## src/rtl/count_uart_reporter_if.sv

```systemverilog
// Bundle of the counter-side inputs and the UART/status outputs of count_uart_reporter.
interface count_uart_reporter_if;
    logic [7:0] count_in;
    logic       enable;
    logic       force_send;
    logic       tx;
    logic       busy;
    logic       frame_done;

    modport master (
        output count_in, enable, force_send,
        input  tx, busy, frame_done
    );

    modport slave (
        input  count_in, enable, force_send,
        output tx, busy, frame_done
    );
endinterface

```

## src/rtl/count_uart_reporter.sv

```systemverilog
// Reports each new 8-bit count as "HH\r\n" over UART 8N1; frames start only from IDLE,
// and values that arrive while a frame is in flight collapse to the latest one.
module count_uart_reporter #(
    parameter int unsigned CLKS_PER_BIT = 87
) (
    input  logic                  clk,
    input  logic                  rst_n,
    count_uart_reporter_if.slave  bus
);

    localparam int unsigned CNT_W = $clog2(CLKS_PER_BIT);
    localparam logic [CNT_W-1:0] BIT_LAST = CNT_W'(CLKS_PER_BIT - 1);

    typedef enum logic [1:0] {
        IDLE,
        START,
        DATA,
        STOP
    } state_e;

    state_e           state_q, state_d;
    logic [7:0]       shadow_q, shadow_d;
    logic [7:0]       last_q, last_d;
    logic [1:0]       char_q, char_d;
    logic [2:0]       bit_q, bit_d;
    logic [CNT_W-1:0] cnt_q, cnt_d;
    logic             tx_q, tx_d;
    logic             busy_q, busy_d;
    logic             done_q, done_d;

    logic [7:0]       char_byte_c;
    logic             bit_end_c;
    logic             trig_c;

    function automatic logic [7:0] hex_char(input logic [3:0] n);
        return (n < 4'd10) ? {4'h3, n} : (8'h37 + {4'h0, n});
    endfunction

    // Character currently on the wire, taken from the frame's captured count.
    always_comb begin
        case (char_q)
            2'd0:    char_byte_c = hex_char(shadow_q[7:4]);
            2'd1:    char_byte_c = hex_char(shadow_q[3:0]);
            2'd2:    char_byte_c = 8'h0D;
            default: char_byte_c = 8'h0A;
        endcase
    end

    assign bit_end_c = (cnt_q == BIT_LAST);
    assign trig_c    = bus.force_send | (bus.enable & (bus.count_in != last_q));

    always_comb begin
        state_d  = state_q;
        shadow_d = shadow_q;
        last_d   = last_q;
        char_d   = char_q;
        bit_d    = bit_q;
        cnt_d    = cnt_q;
        tx_d     = tx_q;
        busy_d   = busy_q;
        done_d   = 1'b0;

        // Bit-period counter free-runs while a frame is active, reloading at every boundary.
        if (state_q != IDLE) begin
            cnt_d = bit_end_c ? '0 : (cnt_q + CNT_W'(1));
        end

        case (state_q)
            IDLE: begin
                if (trig_c) begin
                    shadow_d = bus.count_in;
                    last_d   = bus.count_in;
                    state_d  = START;
                    busy_d   = 1'b1;
                    tx_d     = 1'b0;
                    cnt_d    = '0;
                    char_d   = 2'd0;
                    bit_d    = 3'd0;
                end
            end
            START: begin
                if (bit_end_c) begin
                    state_d = DATA;
                    bit_d   = 3'd0;
                    tx_d    = char_byte_c[0];
                end
            end
            DATA: begin
                if (bit_end_c) begin
                    if (bit_q == 3'd7) begin
                        state_d = STOP;
                        tx_d    = 1'b1;
                    end else begin
                        bit_d = bit_q + 3'd1;
                        tx_d  = char_byte_c[bit_q + 3'd1];
                    end
                end
            end
            STOP: begin
                if (bit_end_c) begin
                    if (char_q != 2'd3) begin
                        char_d  = char_q + 2'd1;
                        state_d = START;
                        tx_d    = 1'b0;
                    end else begin
                        char_d  = 2'd0;
                        state_d = IDLE;
                        busy_d  = 1'b0;
                        done_d  = 1'b1;
                        tx_d    = 1'b1;
                    end
                end
            end
            default: begin
                state_d = IDLE;
                busy_d  = 1'b0;
                tx_d    = 1'b1;
            end
        endcase
    end

    always_ff @(posedge clk or negedge rst_n) begin
        if (!rst_n) begin
            state_q  <= IDLE;
            shadow_q <= 8'h00;
            last_q   <= 8'h00;
            char_q   <= 2'd0;
            bit_q    <= 3'd0;
            cnt_q    <= '0;
            tx_q     <= 1'b1;
            busy_q   <= 1'b0;
            done_q   <= 1'b0;
        end else begin
            state_q  <= state_d;
            shadow_q <= shadow_d;
            last_q   <= last_d;
            char_q   <= char_d;
            bit_q    <= bit_d;
            cnt_q    <= cnt_d;
            tx_q     <= tx_d;
            busy_q   <= busy_d;
            done_q   <= done_d;
        end
    end

    assign bus.tx         = tx_q;
    assign bus.busy       = busy_q;
    assign bus.frame_done = done_q;

endmodule
```

## src/flat_wrapper.sv

```systemverilog
// flat-port wrapper written by rule: the top's interface ports become plain ports
module count_uart_reporter_flat 
#(
    parameter int unsigned CLKS_PER_BIT = 87
)
  (clk, rst_n, bus_count_in, bus_enable, bus_force_send, bus_tx, bus_busy, bus_frame_done);
  count_uart_reporter_if bus_i ();
  input  logic clk;
  input  logic rst_n;
  input wire logic [$bits(bus_i.count_in)-1:0] bus_count_in;
  input wire logic [$bits(bus_i.enable)-1:0] bus_enable;
  input wire logic [$bits(bus_i.force_send)-1:0] bus_force_send;
  output wire logic [$bits(bus_i.tx)-1:0] bus_tx;
  output wire logic [$bits(bus_i.busy)-1:0] bus_busy;
  output wire logic [$bits(bus_i.frame_done)-1:0] bus_frame_done;
  assign bus_i.count_in = bus_count_in;
  assign bus_i.enable = bus_enable;
  assign bus_i.force_send = bus_force_send;
  assign bus_tx = bus_i.tx;
  assign bus_busy = bus_i.busy;
  assign bus_frame_done = bus_i.frame_done;
  count_uart_reporter #(.CLKS_PER_BIT(CLKS_PER_BIT)) u_core (.clk(clk), .rst_n(rst_n), .bus(bus_i));
endmodule
```

## config.mk

```make
export PLATFORM = sky130hd
export DESIGN_NAME = count_uart_reporter_flat
export DESIGN_NICKNAME = d
export VERILOG_FILES = /design/src/rtl/count_uart_reporter_if.sv /design/src/rtl/count_uart_reporter.sv /design/src/flat_wrapper.sv
export SDC_FILE = /design/constraint.sdc
export NUM_CORES = 1
export LEC_CHECK = 0
export CAP_MARGIN = 20
export CORE_MARGIN = 2
export CORE_UTILIZATION = 35
export DETAILED_ROUTE_END_ITERATION = 6
export GPL_ROUTABILITY_DRIVEN = 0
export SLEW_MARGIN = 5
export SYNTH_ARGS = -nofsm -noshare
export SYNTH_HDL_FRONTEND = slang
export SYNTH_SLANG_ARGS = --single-unit
```

## constraint.sdc

```tcl
create_clock -name clk -period 2.75 [get_ports clk]
set_input_delay 0.55 -clock clk [delete_from_list [all_inputs] [get_ports clk]]
set_output_delay 0.55 -clock clk [all_outputs]
set_load 0.02 [all_outputs]
```

==> results of run 1 <==
==> cells in the final DEF, fill, tap and decap left out, types with 3 or more instances in the layout <==
cell type | synthesis | final
nand2_1 | 19 | 19
xor2_1 | 10 | 10
o31ai_1 | 5 | 5
ha_1 | 14 | 14
nand3_1 | 5 | 5
clkbuf_8 | 0 | 3
clkdlybuf4s50_1 | 0 | 14
o21ai_0 | 11 | 11
mux2_2 | 9 | 9
nor2b_1 | 7 | 7
nor3_1 | 4 | 4
inv_1 | 14 | 14
mux2i_1 | 3 | 3
dfrtp_1 | 24 | 24
a21oi_1 | 7 | 7
or2_2 | 3 | 3
nor2_1 | 12 | 12
buf_4 | 2 | 5
==> path summary, 6_finish.rpt <==
kind                                    startpoint              end  slack [ps]
worst max-delay path               bus_count_in[5]  u_core.bit_q[0]         460
worst min-delay path               u_core.cnt_q[4]  u_core.cnt_q[4]         530
worst max register to register  u_core.shadow_q[3]  u_core.bit_q[0]         650
worst min register to register     u_core.cnt_q[4]  u_core.cnt_q[4]         530
max in group asynchronous                    rst_n    u_core.bus.tx        1830
min in group asynchronous                    rst_n  u_core.bit_q[1]         630
==> worst max-delay path: stages <==
cell and delay (ps):
clkdlybuf4s50_1 440, xor2_1 150, nor4_1 320, a21boi_1 170, nor3b_2 320, or3_4 220, mux2_4 290
==> cells in the mapped netlist (all sizes together), types with 3 or more instances <==
cell / instances
dfrtp: 24
nand2: 20
ha: 14
inv: 14
nor2: 12
o21ai: 11
mux2: 10
xor2: 10
a21oi: 8
nor2b: 7
buf: 5
nand3: 5
o31ai: 5
clkbuf: 4
nor3: 4
nor3b: 4
mux2i: 3
or2: 3
==> cell type report <==
type	instances	area, um^2
Inverter	14	52.6
Fill cell	525	3000
Tap cell	70	87.6
Sequential cell	25	627
Multi-Input combinational cell	148	1080
Clock buffer	3	41.3
Clock inverter	1	5.00
Timing Repair Buffer	19	178
==> routing by layer <==
layer  track usage  vias to the layer above  wire, um
li1              -                      721         -
met1         0.199                      662      1950
met2         0.204                       11      1580
met3        0.0154                        4        55
met4        0.0545                        0        48
met5             0                        -         0
==> stage by stage <==
| step | std cells | hold WS [ps] | cell area (um^2) | setup WS, ps | util |
|---|---|---|---|---|---|
| 3_5_place_dp | 276 | 521 | 2030 | 151 | 0.399 |
| 2_1_floorplan | 196 | 254 | 1820 | 822 | - |
| 6_report | 280 | 531 | 2070 | 462 | 0.409 |
| 5_1_grt | 280 | 564 | 2070 | 330 | 0.409 |
| 4_1_cts | 280 | 532 | 2070 | 455 | 0.409 |
| 3_3_place_gp | 276 | 522 | 2030 | 129 | 0.399 |
==> report_power, final <==
group	total, mW	internal, mW	switching, mW
Combinational	0.0337	0.0183	0.0154
Clock	0.232	0.102	0.130
Sequential	0.367	0.367	0
==> registers in the layout, indices dropped and copies added (netlist names) <==
signal,count
u_core.cnt_q,7
u_core.shadow_q,8
u_core.bus.frame_done,1
u_core.bit_q,3
u_core.bus.busy,1
u_core.bus.tx,1
u_core.char_q,2
u_core.state_q,2
==> cell families after synthesis <==
family          Yosys count
flops                    25
simple gates             68
mux                      13
buf+inv                  23
fa+ha+maj                14
xor+xnor                 12
compound gates           41
==> out/results.md, run 1 <==
### Outcome
- completed — status

### Yosys
- 0.152 — compound-gate portion of the synthesized area
- 0 — number of enable-type register cells in the synthesized netlist
- 9.28 um^2 — average instance area after synthesis
- 0.0963 — Synth Area in Adders
- dfrtp_1 — cell type with the highest aggregate area in the netlist
- 0 — Synth Warn #
- 25 — Yosys reg bits
- 0.345 — sequential-to-total area share from yosys stat
- 0.0578 — Synth Area in XOR/XNOR
- 196 — number of instances in the synthesized netlist
- 1.00 — async set-or-reset flop fraction in the synthesized netlist
- 0.330 — post-synth top area share
- 0.208 — area fraction in and, or, nand and nor cells after synthesis
- simple AND/OR/NAND/NOR gates — combinational family with the most area after synthesis
- dfrtp_1 (33%), ha_1 (9.6%), mux2_2 (5.6%) — synth top area cells
- dfrtp_1 — Most used DFF post-synth
- 50 — Synth cell types
- 1820 um^2 — combined area of all synthesized cells
- 0.0805 — share of synthesized area spent on multiplexers
- 222 — syn nets

### Clock tree
- 280 ps — clock latency reported for the late side of the worst-skew pair
- 3 — TritonCTS Buffers
- 90 ps — clock-pin slew on the worst setup and hold paths
- 1 — H-Tree Level Count
- 0 — buffers inserted during post-CTS setup optimization
- 25 — number of sinks on the clock net
- done — TritonCTS clock tree
- 2 — Max Buffers Root-to-Sink
- clkbuf_8 — cell at the root of the clock tree
- 0 — Resized cells post-CTS
- 0 — count of hold buffers inserted by post-cts repair

### Detailed routing
- 3640 um — Routed Wire Length
- 0 — Post-route DRC
- 13.0 um — average wire per cell in the routed design
- 0 — Post-DRT Antenna Nets
- 4.99 — ratio of routed vias to standard cells
- 1398 — routed vias
- 95 — DRC marker count from the first detailed-route iteration
- 4 — Pre-antenna DRT Iters

### Die
- 5790 um^2 — die footprint
- 76.1 um — width of the chip
- 0.358 — effective utilization at floorplan
- 5070 um^2 — core outline area
- 26 — Std-Cell Rows
- 15 — I/O pin count
- 76.1 um — Die H

### Timing
- 0 ps — Final TNS setup
- 0 — final hold violations
- 0.740 — worst relative slew slack
- 1.65 ps — worst-case clock skew
- false — setup repair after global routing missed its margin
- 0.832 — period utilization
- 2290 ps — Final min period
- 0 — number of endpoints failing setup at the final stage
- 391 ps — measured slew at the worst slew-check pin
- 0 — max-slew violation total from the final report
- 437 MHz — Max Clock Freq

### Worst setup path
- 2460 ps — critical path arrival
- flop — sort of element at the end of the critical path
- 2920 ps — required time of the worst setup path
- input pin — CP startpoint kind
- in -> reg — critical path type
- 5 — maximum fanout encountered on the critical timing path
- 6 — worst r2r path cells

### GRT
- 0.136 — all-layer global routing usage
- 6460 um — wire length of the first global-routing pass
- 0 — antenna violations before repair
- 0 — leftover overflow at the end of global routing
- 26 — pin count of the biggest net entering global routing
- 1346 — vias in the first global route

### Pwr
- 0.909 nW — P_leak
- 305 nW/um^2 — Power Density
- 0.633 mW — sum of internal, switching and leakage power
- 0.000158 V — Peak VDD IR

### Worst hold path
- 1 — hold path depth
- reg -> reg — path class of the lowest-slack min-delay path

### Placed design
- 2620 um — sum of net half-perimeters after detailed placement
- 14 — Port Buf Inserts

### Final layout
- 237 — Final Net Count
- 0.138 — fraction of layout cells with a size suffix above 1
- 0 — diode count
- 14.0% — area added between synthesis and finish

### Run
- 0 — MaxCap Viol Count

Power figures use the tool's default switching activity.
==> run 2: changes to the inputs <==
==> constraint.sdc (replaced) <==
create_clock -name clk -period 1.9 [get_ports clk]
set_input_delay 0.38 -clock clk [delete_from_list [all_inputs] [get_ports clk]]
set_output_delay 0.38 -clock clk [all_outputs]
set_load 0.02 [all_outputs]
==> run 2 against run 1 <==
The run now ends with negative setup slack left. Sequential power up 45%. Clock skew up 4.9 ps. Cell area up 15%. Hold slack got worse by 55 ps. Sequential cell count is the same. Critical endpoint unchanged. Largest power group unchanged.
==> out/results.md, run 2 (synthesized netlist as in run 1, its figures left out) <==
### GRT
- 26 — pin count of the biggest net entering global routing, unchanged
- 6640 um — wire length of the first global-routing pass, was 6460 um
- 0 — leftover overflow at the end of global routing, unchanged
- 0 — antenna violations before repair, unchanged
- 1432 — vias in the first global route, was 1346
- 0.138 — all-layer global routing usage, was 0.136

### Placed design
- 14 — Port Buf Inserts, unchanged
- -525 ps — pre-CTS setup slack, was 151 ps
- 2990 um — sum of net half-perimeters after detailed placement, was 2620 um
- 2190 um^2 — total placed instance area, was 2030 um^2
- 298 — number of placed cells counting well taps, was 276

### Detailed routing
- 0 — Post-route DRC, unchanged
- 0 — Post-DRT Antenna Nets, unchanged
- 100 — DRC marker count from the first detailed-route iteration, was 95
- 4050 um — Routed Wire Length, was 3640 um
- 4 — Pre-antenna DRT Iters, unchanged
- 13.2 um — average wire per cell in the routed design, was 13.0 um
- 4.95 — ratio of routed vias to standard cells, was 4.99
- 1514 — routed vias, was 1398

### Die
- 0.358 — effective utilization at floorplan, unchanged
- 76.1 um — Die H, unchanged
- 5790 um^2 — die footprint, unchanged
- 5070 um^2 — core outline area, unchanged
- 76.1 um — width of the chip, unchanged
- 26 — Std-Cell Rows, unchanged
- 15 — I/O pin count, unchanged

### Final layout
- 515 — number of inserted filler cells in the final layout, was 525
- u_core.shadow_q x8, u_core.cnt_q x7, u_core.bit_q x3 — largest registers in the final layout, unchanged
- buf_4 (27), dfrtp_1 (24), nand2_1 (17), inv_1 (13), ha_1 (13) — highest-count cells in the layout ignoring fill and taps, was dfrtp_1 (24), nand2_1 (19), inv_1 (14), ha_1 (14), clkdlybuf4s50_1 (14)
- 0.468 — post-route core utilization, was 0.409
- 306 — post-route non-filler standard cell count, was 280
- 0.288 — fraction of layout cells with a size suffix above 1, was 0.138
- 1180 um^2 — area occupied by multi-input gates, was 1080 um^2
- 0 — diode count, unchanged
- 2370 um^2 — final cell area excluding filler cells, was 2070 um^2
- 30.5% — area added between synthesis and finish, was 14.0%
- 263 — Final Net Count, was 237
- u_core.shadow_q — Biggest register, unchanged
- 627 um^2 — register area, unchanged
- 8 — flip-flop count of the largest register after layout, unchanged
- buf_4 — most common library cell in the layout ignoring fill and taps, was dfrtp_1

### Timing
- -1.57 ps — Final TNS setup, was 0 ps
- 345 ps — measured slew at the worst slew-check pin, was 391 ps
- -1.57 ps — post-route setup slack, was 462 ps
- 0 — final hold violations, unchanged
- 0 — max-slew violation total from the final report, unchanged
- 0.770 — worst relative slew slack, was 0.740
- true — setup repair after global routing missed its margin, was false
- 1900 ps — Final min period
- 6.59 ps — worst-case clock skew, was 1.65 ps
- 1 — number of endpoints failing setup at the final stage, was 0
- 1.00 — period utilization
- 526 MHz — Max Clock Freq

### Worst setup path
- 2070 ps — required time of the worst setup path, was 2920 ps
- u_core.shadow_q[5] — worst flop-to-flop path startpoint, was u_core.shadow_q[3]
- u_core.shadow_q[5] — crit path launch, was bus_count_in[5]
- 2070 ps — critical path arrival, was 2460 ps
- reg -> reg — critical path type, was in -> reg
- flop — sort of element at the end of the critical path, unchanged
- flop — CP startpoint kind, was input pin
- 3 — maximum fanout encountered on the critical timing path, was 5

### Clock tree
- 25 — number of sinks on the clock net, unchanged
- clkbuf_8 — cell at the root of the clock tree, unchanged
- done — TritonCTS clock tree, unchanged
- 2 — Max Buffers Root-to-Sink, unchanged
- 280 ps — clock latency reported for the late side of the worst-skew pair, about the same
- 100 ps — clock-pin slew on the worst setup and hold paths, was 90 ps
- 0 — count of hold buffers inserted by post-cts repair, unchanged
- 1 — H-Tree Level Count, unchanged
- 3 — TritonCTS Buffers, unchanged

### Outcome
- complete, but fails checks — status, was completed
- negative setup slack — failing checks

### Pwr
- 388 nW/um^2 — Power Density, was 305 nW/um^2
- 1.10 nW — P_leak, was 0.909 nW
- 0.000350 V — Peak VDD IR, was 0.000158 V

### Worst hold path
- in -> async — path class of the lowest-slack min-delay path, was reg -> reg

### Run
- 0 — MaxCap Viol Count, unchanged

run 2: critical path: stages (launching register included):
cell,delay [ps]
dfrtp_1,400
xor2_1,160
nor4_1,300
a21boi_1,140
nor3b_2,300
or3_4,200
mux2_4,290
run 2: cell type report:
cell class | instances | share of cell area
clock inverters | 1 | 0.00369
repair buffers | 45 | 0.159
clock buffers | 3 | 0.0174
inverters | 14 | 0.0232
flip-flops and latches | 25 | 0.264
well taps | 70 | 0.0369
multi-input cells | 148 | 0.496
run 2: metal layers:
layer,routed length (um),vias to the layer above,track usage
met5,0,-,0
met4,21,0,0.0327
met3,111,2,0.0201
met2,1980,22,0.223
met1,1940,716,0.194
li1,-,774,-
run 2: what timing repair did:
action | in CTS | in global routing
pin swaps | 8 | 16
cloned | 0 | 0
resized for setup | 11 | 34
setup buffers | 3 | 1
setup endpoints to repair | 21 | 23
run 2: path summary, 6_finish.rpt:
check / end / slack, ps / depth (start not counted)
worst min register to register: u_core.bit_q[1] / 540 / 2
worst max-delay path: u_core.bit_q[0] / -2 / 6
max in group asynchronous: u_core.bus.tx / 1130 / 2
worst max register to register: u_core.bit_q[0] / -2 / 6
min in group clk: u_core.shadow_q[0] / 500 / 2
worst min-delay path: u_core.bit_q[1] / 480 / 2
run 2: where the power goes:
group | switching, mW | leakage, nW | internal (mW) | total [mW]
Clock | 0.191 | 0.0261 | 0.154 | 0.345
Sequential | 0 | 0.315 | 0.532 | 0.532
Combinational | 0.0241 | 0.755 | 0.0214 | 0.0454
run 2: per-stage QoR:
step / hold WS [ps] / power (mW)
floorplan: 84.4 / 0.551
global placement: 489 / 0.592
detailed placement: 496 / 0.593
CTS: 481 / 0.939
global route: 493 / 0.964
finish: 475 / 0.922
==> run 3: changes to the inputs <==
--- a/config.mk
+++ b/config.mk
@@ -10,6 +10,8 @@
 export CORE_UTILIZATION = 35
 export DETAILED_ROUTE_END_ITERATION = 6
 export GPL_ROUTABILITY_DRIVEN = 0
+export GPL_TIMING_DRIVEN = 0
+export SETUP_SLACK_MARGIN = 0.2
 export SLEW_MARGIN = 5
 export SYNTH_ARGS = -nofsm -noshare
 export SYNTH_HDL_FRONTEND = slang
==> run 3 against run 2 <==
Largest power group unchanged. Maximum frequency is 5.3% lower. Critical path depth up 1. The flow still finishes with violations (negative setup slack). Die area did not move. Wire length up 2.2%. Clock skew down 1.3 ps. Worst setup slack got worse by 110 ps. Non-clock buffer count up 2. Utilization up 1.8 points. Combinational power grew 12%. Sequential power about the same.
==> out/results.md, run 3 (synthesized netlist as in run 1, its figures left out) <==
### Outcome
- complete, but fails checks — status, unchanged
- negative setup slack — failing checks, unchanged

### Die
- 76.1 um — width of the chip, unchanged
- 76.1 um — Die H, unchanged
- 0.358 — effective utilization at floorplan, unchanged
- 5790 um^2 — die footprint, unchanged
- 5070 um^2 — core outline area, unchanged
- 15 — I/O pin count, unchanged
- 26 — Std-Cell Rows, unchanged

### Pwr
- 0.230 — switching share of total power, was 0.233
- 0.580 — register share of total power, was 0.577
- 0.055 — power share of the combinational group, was 0.049
- 372 nW/um^2 — Power Density, was 388 nW/um^2
- 1.11 nW — P_leak, was 1.10 nW
- 0.000210 V — Peak VDD IR, was 0.000350 V
- 0.706 mW — internal cell power, was 0.707 mW
- 0.211 mW — Psw, was 0.215 mW
- 0.365 — Clk pwr share, was 0.374
- 0.917 mW — sum of internal, switching and leakage power, was 0.922 mW

### Worst setup path
- u_core.state_q[1] — worst flop-to-flop path startpoint, was u_core.shadow_q[5]
- 10 — maximum fanout encountered on the critical timing path, was 3
- -110 ps — slack of the worst reg-to-reg path, was -2 ps
- flop — sort of element at the end of the critical path, unchanged
- reg -> reg — critical path type, unchanged
- 7 — worst r2r path cells, was 6
- 2070 ps — required time of the worst setup path, about the same
- flop — CP startpoint kind, unchanged
- u_core.char_q[0] — Reg2Reg Capture Point, was u_core.bit_q[0]
- 2180 ps — critical path arrival, was 2070 ps

### Timing
- -446 ps — Final TNS setup, was -1.57 ps
- 681 ps — measured slew at the worst slew-check pin, was 345 ps
- 2010 ps — Final min period, was 1900 ps
- 498 MHz — Max Clock Freq, was 526 MHz
- 5.24 ps — worst-case clock skew, was 6.59 ps
- -108 ps — post-route setup slack, was -1.57 ps
- 0 — final hold violations, unchanged
- 9 — number of endpoints failing setup at the final stage, was 1
- true — setup repair after global routing missed its margin, unchanged
- 1.06 — period utilization, was 1.00
- 0 — max-slew violation total from the final report, unchanged
- 0.544 — worst relative slew slack, was 0.770

### Final layout
- 0.290 — fraction of layout cells with a size suffix above 1, was 0.288
- 8 — flip-flop count of the largest register after layout, unchanged
- 35.4% — area added between synthesis and finish, was 30.5%
- u_core.shadow_q x8, u_core.cnt_q x7, u_core.bit_q x3 — largest registers in the final layout, unchanged
- dfrtp_1 (23), nand2_1 (19), buf_4 (16), inv_1 (13), ha_1 (13) — highest-count cells in the layout ignoring fill and taps, was buf_4 (27), dfrtp_1 (24), nand2_1 (17), inv_1 (13), ha_1 (13)
- dfrtp_1 — most common library cell in the layout ignoring fill and taps, was buf_4
- 0 — diode count, unchanged
- 265 — Final Net Count, was 263
- u_core.shadow_q — Biggest register, unchanged
- 0.485 — post-route core utilization, was 0.468
- 488 — number of inserted filler cells in the final layout, was 515

### GRT
- 0 — leftover overflow at the end of global routing, unchanged
- 0.143 — all-layer global routing usage, was 0.138
- 16 — pin count of the biggest net entering global routing, was 26
- 1472 — vias in the first global route, was 1432
- 6800 um — wire length of the first global-routing pass, was 6640 um
- 0 — antenna violations before repair, unchanged

### Detailed routing
- 1510 — routed vias, was 1514
- 4 — Pre-antenna DRT Iters, unchanged
- 13.4 um — average wire per cell in the routed design, was 13.2 um
- 4140 um — Routed Wire Length, was 4050 um
- 0 — Post-DRT Antenna Nets, unchanged
- 0 — Post-route DRC, unchanged
- 64 — DRC marker count from the first detailed-route iteration, was 100
- 4.90 — ratio of routed vias to standard cells, was 4.95

### Placed design
- 2760 um — sum of net half-perimeters after detailed placement, was 2990 um
- 14 — Port Buf Inserts, unchanged
- -539 ps — pre-CTS setup slack, was -525 ps

### Clock tree
- 100 ps — clock-pin slew on the worst setup and hold paths, about the same
- 1 — H-Tree Level Count, unchanged
- 270 ps — clock latency reported for the late side of the worst-skew pair, was 280 ps
- 25 — number of sinks on the clock net, unchanged
- 2 — Max Buffers Root-to-Sink, unchanged
- done — TritonCTS clock tree, unchanged
- 3 — TritonCTS Buffers, unchanged
- clkbuf_8 — cell at the root of the clock tree, unchanged

### Worst hold path
- bus_count_in[0] — startpoint of the most critical hold path
- u_core.shadow_q[0] — worst hold endpoint
- 2 — hold path depth
- in -> reg — path class of the lowest-slack min-delay path, was in -> async

### Run
- 0 — MaxCap Viol Count, unchanged

==> run 3: how the worst max path moves through the flow <==
stage / slack [ps] / startpoint / cells after the start / end
floorplan: -6 / u_core.cnt_q[0] / 7 / u_core.bit_q[0]
global placement: -530 / bus_count_in[5] / 7 / u_core.bit_q[0]
detailed placement: -540 / bus_count_in[5] / 7 / u_core.bit_q[0]
CTS: -110 / u_core.shadow_q[3] / 7 / u_core.bit_q[0]
global route: -190 / u_core.cnt_q[0] / 9 / u_core.state_q[1]
finish: -110 / u_core.state_q[1] / 7 / u_core.char_q[0]
==> run 3: critical path: stages, from the launching register on <==
cell and delay, ps:
dfrtp_1 440, inv_1 90, ha_1 200, buf_2 210
nor3b_2 210, buf_4 160, or3_1 360, a22o_1 240
==> run 3: power groups by stage <==
stage	clock, mW	sequential, mW	combinational, mW
global route	0.374	0.532	0.0558
floorplan	0	0.542	0.0101
finish	0.334	0.532	0.0508
global placement	0	0.542	0.0501
detailed placement	0	0.542	0.0571
CTS	0.350	0.532	0.0511
==> run 3: cell type report <==
class / instances / area [um^2] / share of cell area
multi-input cells: 148 / 1190 / 0.485
plain buffers: 9 / 82.6 / 0.0335
inverters: 14 / 55.1 / 0.0223
repair buffers: 38 / 367 / 0.149
well taps: 70 / 87.6 / 0.0356
clock inverters: 1 / 7.51 / 0.00305
flip-flops and latches: 25 / 628 / 0.255
clock buffers: 3 / 41.3 / 0.0168
==> run 3: per-stage QoR <==
stage          cell area [um^2]  instances  hold slack [ps]
2_1_floorplan              1850        196             84.4
3_3_place_gp               2080        280              495
3_5_place_dp               2110        281              502
4_1_cts                    2390        305              498
5_1_grt                    2460        308              502
6_report                   2460        308              503
==> run 3: per-layer routing <==
| layer | global-route usage | up-vias | routed length [um] |
|---|---|---|---|
| met5 | 0 | - | 0 |
| met4 | 0.0400 | 0 | 27 |
| met3 | 0.0178 | 4 | 73 |
| met2 | 0.232 | 12 | 1960 |
| met1 | 0.201 | 719 | 2080 |
| li1 | - | 775 | - |
==> run 3: timing repair <==
action	in CTS	in global routing
setup buffers	20	3
pin swaps	25	8
gates resized for setup	39	12
cloned	0	0
setup endpoints to repair	25	26
hold buffers	0	0
